$ cat src/rtl/mux16_pkg.sv
// Shared definitions for the 16-bit select-bus blocks (mux and demux/collector).
package mux16_pkg;

  localparam int WIDTH = 16;
  localparam int SEL_W = 4;

  typedef enum logic {
    COLLECT = 1'b0,
    HOLD    = 1'b1
  } state_t;

  localparam logic [WIDTH-1:0] FULL_MASK = '1;

endpackage

$ cat src/rtl/dec4to16.sv
// Combinational one-hot decoder: 4-bit select to 16-bit one-hot.
module dec4to16
  import mux16_pkg::*;
(
  input  logic [SEL_W-1:0] sel,
  output logic [WIDTH-1:0] onehot
);

  // Set exactly the bit named by sel.
  always_comb begin
    onehot      = '0;
    onehot[sel] = 1'b1;
  end

endmodule

$ cat src/rtl/demux16_collect.sv
// Bit-addressed word collector: each accepted beat writes one bit at position
// sel; a word is presented once every position has been written.
//
// state   | meaning
// COLLECT | no complete word held, out_valid=0
// HOLD    | complete word on out, out_valid=1, waiting for out_ready
module demux16_collect
  import mux16_pkg::*;
(
  input  logic             clk,
  input  logic             rst,
  input  logic             in_valid,
  output logic             in_ready,
  input  logic             in_bit,
  input  logic [SEL_W-1:0] sel,
  input  logic             clr,
  output logic [WIDTH-1:0] out,
  output logic             out_valid,
  input  logic             out_ready,
  output logic             dup_err
);

  state_t           state_q;
  logic [WIDTH-1:0] collect_q;
  logic [WIDTH-1:0] mask_q;
  logic [WIDTH-1:0] onehot;
  logic [WIDTH-1:0] mask_next;
  logic [WIDTH-1:0] collect_next;
  logic             completes;
  logic             accept;
  logic             drain;

  dec4to16 u_dec (
    .sel    (sel),
    .onehot (onehot)
  );

  // Mask/word after a hypothetical write this cycle; a completing beat only
  // stalls while the previously held word is still pending.
  always_comb begin
    mask_next    = mask_q | onehot;
    collect_next = (collect_q & ~onehot) | (onehot & {WIDTH{in_bit}});
    completes    = (mask_next == FULL_MASK);
    in_ready     = rst | !out_valid | out_ready | !completes;
    // clr wins over a simultaneous beat, even if in_ready is high.
    accept       = in_valid & in_ready & !clr;
    drain        = (state_q == HOLD) & out_ready;
  end

  // FSM, collection registers and registered outputs.
  always_ff @(posedge clk) begin
    if (rst) begin
      state_q   <= COLLECT;
      collect_q <= '0;
      mask_q    <= '0;
      out       <= '0;
      out_valid <= 1'b0;
      dup_err   <= 1'b0;
    end else begin
      if (clr) begin
        collect_q <= '0;
        mask_q    <= '0;
        dup_err   <= 1'b0;
      end else if (accept) begin
        if (completes) begin
          out       <= collect_next;
          collect_q <= '0;
          mask_q    <= '0;
        end else begin
          collect_q <= collect_next;
          mask_q    <= mask_next;
          if ((mask_q & onehot) != '0) dup_err <= 1'b1;
        end
      end

      // A new word landing in the drain cycle keeps HOLD with no bubble.
      if (accept && completes) begin
        state_q   <= HOLD;
        out_valid <= 1'b1;
      end else if (drain) begin
        state_q   <= COLLECT;
        out_valid <= 1'b0;
      end
    end
  end

endmodule

$ cat config.mk
export PLATFORM = sky130hd
export DESIGN_NAME = demux16_collect
export DESIGN_NICKNAME = d
export VERILOG_FILES = /design/src/rtl/mux16_pkg.sv /design/src/rtl/dec4to16.sv /design/src/rtl/demux16_collect.sv
export SDC_FILE = /design/constraint.sdc
export NUM_CORES = 1
export LEC_CHECK = 0
export CORE_UTILIZATION = 60
export DETAILED_ROUTE_END_ITERATION = 10
export PLACE_DENSITY = 0.84
export SYNTH_ARGS = -nofsm -noshare
export SYNTH_HDL_FRONTEND = slang
export SYNTH_HIERARCHICAL = 1
export SYNTH_SLANG_ARGS = --single-unit
$ cat constraint.sdc
create_clock -name clk -period 4.4 [get_ports clk]
set_input_delay 0.66 -clock clk [delete_from_list [all_inputs] [get_ports clk]]
set_output_delay 0.66 -clock clk [all_outputs]
set_load 0.02 [all_outputs]
==> results.toml <==
[placement]
post_dp_cell_area_um2 = 2859
gp_congestion = 0.8882
dp_hpwl_mm = 3.934
dp_slack_ns = 0.5228
io_buffers = 28

[critical_path]
critPathKind = "input port to primary output"
timing.rr.end = "collect_q[10]$_SDFFE_PP0P_"
r2r_slack_ns = 2.20
crit_required_ns = 3.74
r2r_start = "mask_q[1]$_SDFFE_PP0P_"
worstSetupStartpointType = "input port"
reg2reg_depth = 6
cp_max_fo = 16
crit_path_end_kind = "primary output"
arrival_ns = 3.24

[yosys]
yosysSeqAreaShare_pct = 38.78
synth_xor_area_share_pct = 0
avgSynthCellArea_um2 = 8.408
muxShareOfSynthArea_pct = 0
syn_area_um2 = 2581
synth-seq-cells = 50
synth_compound_area_share_pct = 29.13
synth-edff-count = 0
ys_warn_count = 6
synth_adder_area_share_pct = 0
synth_top_family_by_area = "compound AO/OA/AOI/OAI gates"
yosys.area_share.simple_pct = 23.70
synth-main-ff-cell = "dfxtp_1"
synth_cells = 307
synth.net_count = 317
async_reset_ff_share_pct = 0
yosysUniqueCellTypes = 34

[timing]
layout_setup_ws_ns = 0.5050
hold_viol = 0
finalSetupViolCount = 0
hold-worst-slack_ns = 0.4746
rsz0062_at_grt = "no"
clock.fmax_mhz = 256.7
relSlewSlack_pct = 33.91
timing.setup.tns_ns = 0
timing.clock.skew_ns = 0.009078
period_minus_slack_ns = 3.895
fin_crit_sh_pct = 88.52
worst_pin_slew_ns = 0.9898
slew_viol_final = 0

[routing]
via_per_inst = 6.454
wl_met2_mm = 3.037
routed.top_layer = "met4"
met3_length_um = 290
drc = 0
wire_per_inst_um = 16.59
via_count = 2401
ant_nets = 0
dr.pass1.iters = 5
drt-total-wl_mm = 6.172
first_iter_violations = 199
m1WireLength_mm = 2.703

[cts]
clkSlewWorstSetupHoldPaths_ns = 0.09
cts_buffer_depth = 2
clock_latency_ns = 0.31
cts_sinks = 50
hold_buffers = 0
cts_root_buf = "clkbuf_8"
numCtsBuffers = 5
cts_tree = "yes"
post_cts_resized = 0
postCtsSetupBuffers = 0
htreeDepth = 2

[floorplan]
die_w_um = 67.59
start_util_pct = 63.61
die_y_um = 67.59
core_area_um2 = 4058
rows = 23
die_area_um2 = 4568
pin_count = 29

[power_and_ir_drop]
p_leak_nw = 0.8656
p_per_area_nw_per_um2 = 265.4
peakVddDrop_uv = 187.7
switching_power_w = 0.0001932
switching_share_pct = 24.72
internal-power_w = 0.0005884
comb_power_share_pct = 8.1
finalPower_w = 0.0007816
power_frac_seq_pct = 58.1
pwr-share-clk_pct = 33.7

[global_routing]
grt_use_total_pct = 29.28
grt-ovfl-total = 0
grt_max_degree = 85
grt_pass1_vias = 2089
grt_pass1_wl_mm = 9.949
antenna_found_initial = 0

[job]
max-cap-violations = 0

[cells_and_area]
nets = 331
fill_cells = 349
final_common_cell = "dfxtp_1"
area_growth_pct = 14.11
stdcell_area_um2 = 2945
drive_gt1_share_pct = 8.696
final_cell_mix = "dfxtp_1, nand3_1, o21ai_0, a21oi_1, clkdlybuf4s50_1"
antenna_cells = 0

[hold_path]
worst_hold_path.num_cells = 2
hold_path_class = "register to register"
min-delay-start = "out[0]$_SDFFE_PP0P_"
min_to = "out[0]$_SDFFE_PP0P_"

[outcome]
status = "finished clean"
## synthesized netlist by cell type (4+ instances only)
cell type / n / area (um^2)
a22o_1: 4 / 35.03
inv_1: 16 / 60.06
clkbuf_1: 17 / 63.81
a211o_1: 16 / 140.1
nand2b_1: 16 / 100.1
nand2_1: 18 / 67.56
nand3_1: 32 / 160.2
nor4b_2: 4 / 60.06
and4bb_1: 4 / 50.05
buf_4: 4 / 30.03
and4b_1: 4 / 40.04
buf_2: 5 / 25.02
o22ai_1: 8 / 50.05
o221ai_1: 16 / 140.1
a21oi_1: 32 / 160.2
a221oi_1: 4 / 35.03
dfxtp_1: 50 / 1001
nor2_1: 6 / 22.52
o21ai_0: 32 / 160.2
## worst max path at each step
stage | from | end | slack, ns | cells after the start
2_1_floorplan | sel[0] | in_ready | 1.42 | 8
3_3_place_gp | sel[2] | in_ready | 0.57 | 7
3_5_place_dp | sel[2] | in_ready | 0.52 | 7
4_1_cts | sel[2] | in_ready | 0.51 | 7
5_1_grt | sel[2] | in_ready | 0.30 | 7
6_report | sel[2] | in_ready | 0.50 | 7
## flip-flops by register name (all words and copies together) (netlist names)
| name | flops |
|---|---|
| mask_q | 16 |
| state_q | 1 |
| dup_err | 1 |
| out | 16 |
| collect_q | 16 |
## worst max-delay path, cell delays in order
cell and delay (ns):
clkdlybuf4s50_1 0.77, nor4b_2 0.52, o22ai_1 0.15, nor2_1 0.19, nand4_4 0.12, or2_2 0.28
clkdlybuf4s50_1 0.54
## power by group through the flow
stage               combinational [W]  sequential [W]  clock, W
global route                0.0000689        0.000455  0.000287
detailed placement          0.0000628        0.000465         0
global placement            0.0000619        0.000465         0
CTS                         0.0000630        0.000454  0.000270
finish                      0.0000637        0.000454  0.000264
floorplan                   0.0000423        0.000465         0
## layer usage
layer	vias to the layer above	GRT usage (%)
met5	-	0
met4	0	12.50
met3	15	4.223
met2	79	49.75
met1	1129	36.47
li1	1178	-
## stage by stage
step | utilization, % | cells
after floorplan | - | 307
after global placement | 70.46 | 364
after detailed placement | 70.46 | 364
after CTS | 72.59 | 372
after global routing | 72.59 | 372
final | 72.59 | 372
## area by class of cell
cell class              instances  area [um^2]  area share (%)
repair buffers                 37        347.8           11.81
multi-input cells             211         1388           47.11
clock buffers                   6        72.57           2.464
well taps                      50        62.56           2.124
clock inverters                 2        13.76          0.4673
inverters                      16        60.06           2.039
flip-flops and latches         50         1001           33.98
## cells by family (layout without fill, tap and decap cells)
| family | after synthesis | after routing |
|---|---|---|
| flip-flops | 50 | 50 |
| AO/OA/AOI/OAI | 115 | 115 |
| AND/OR/NAND/NOR | 96 | 96 |
| buffers and inverters | 46 | 61 |
No activity file was read; power rests on OpenSTA's default activity.
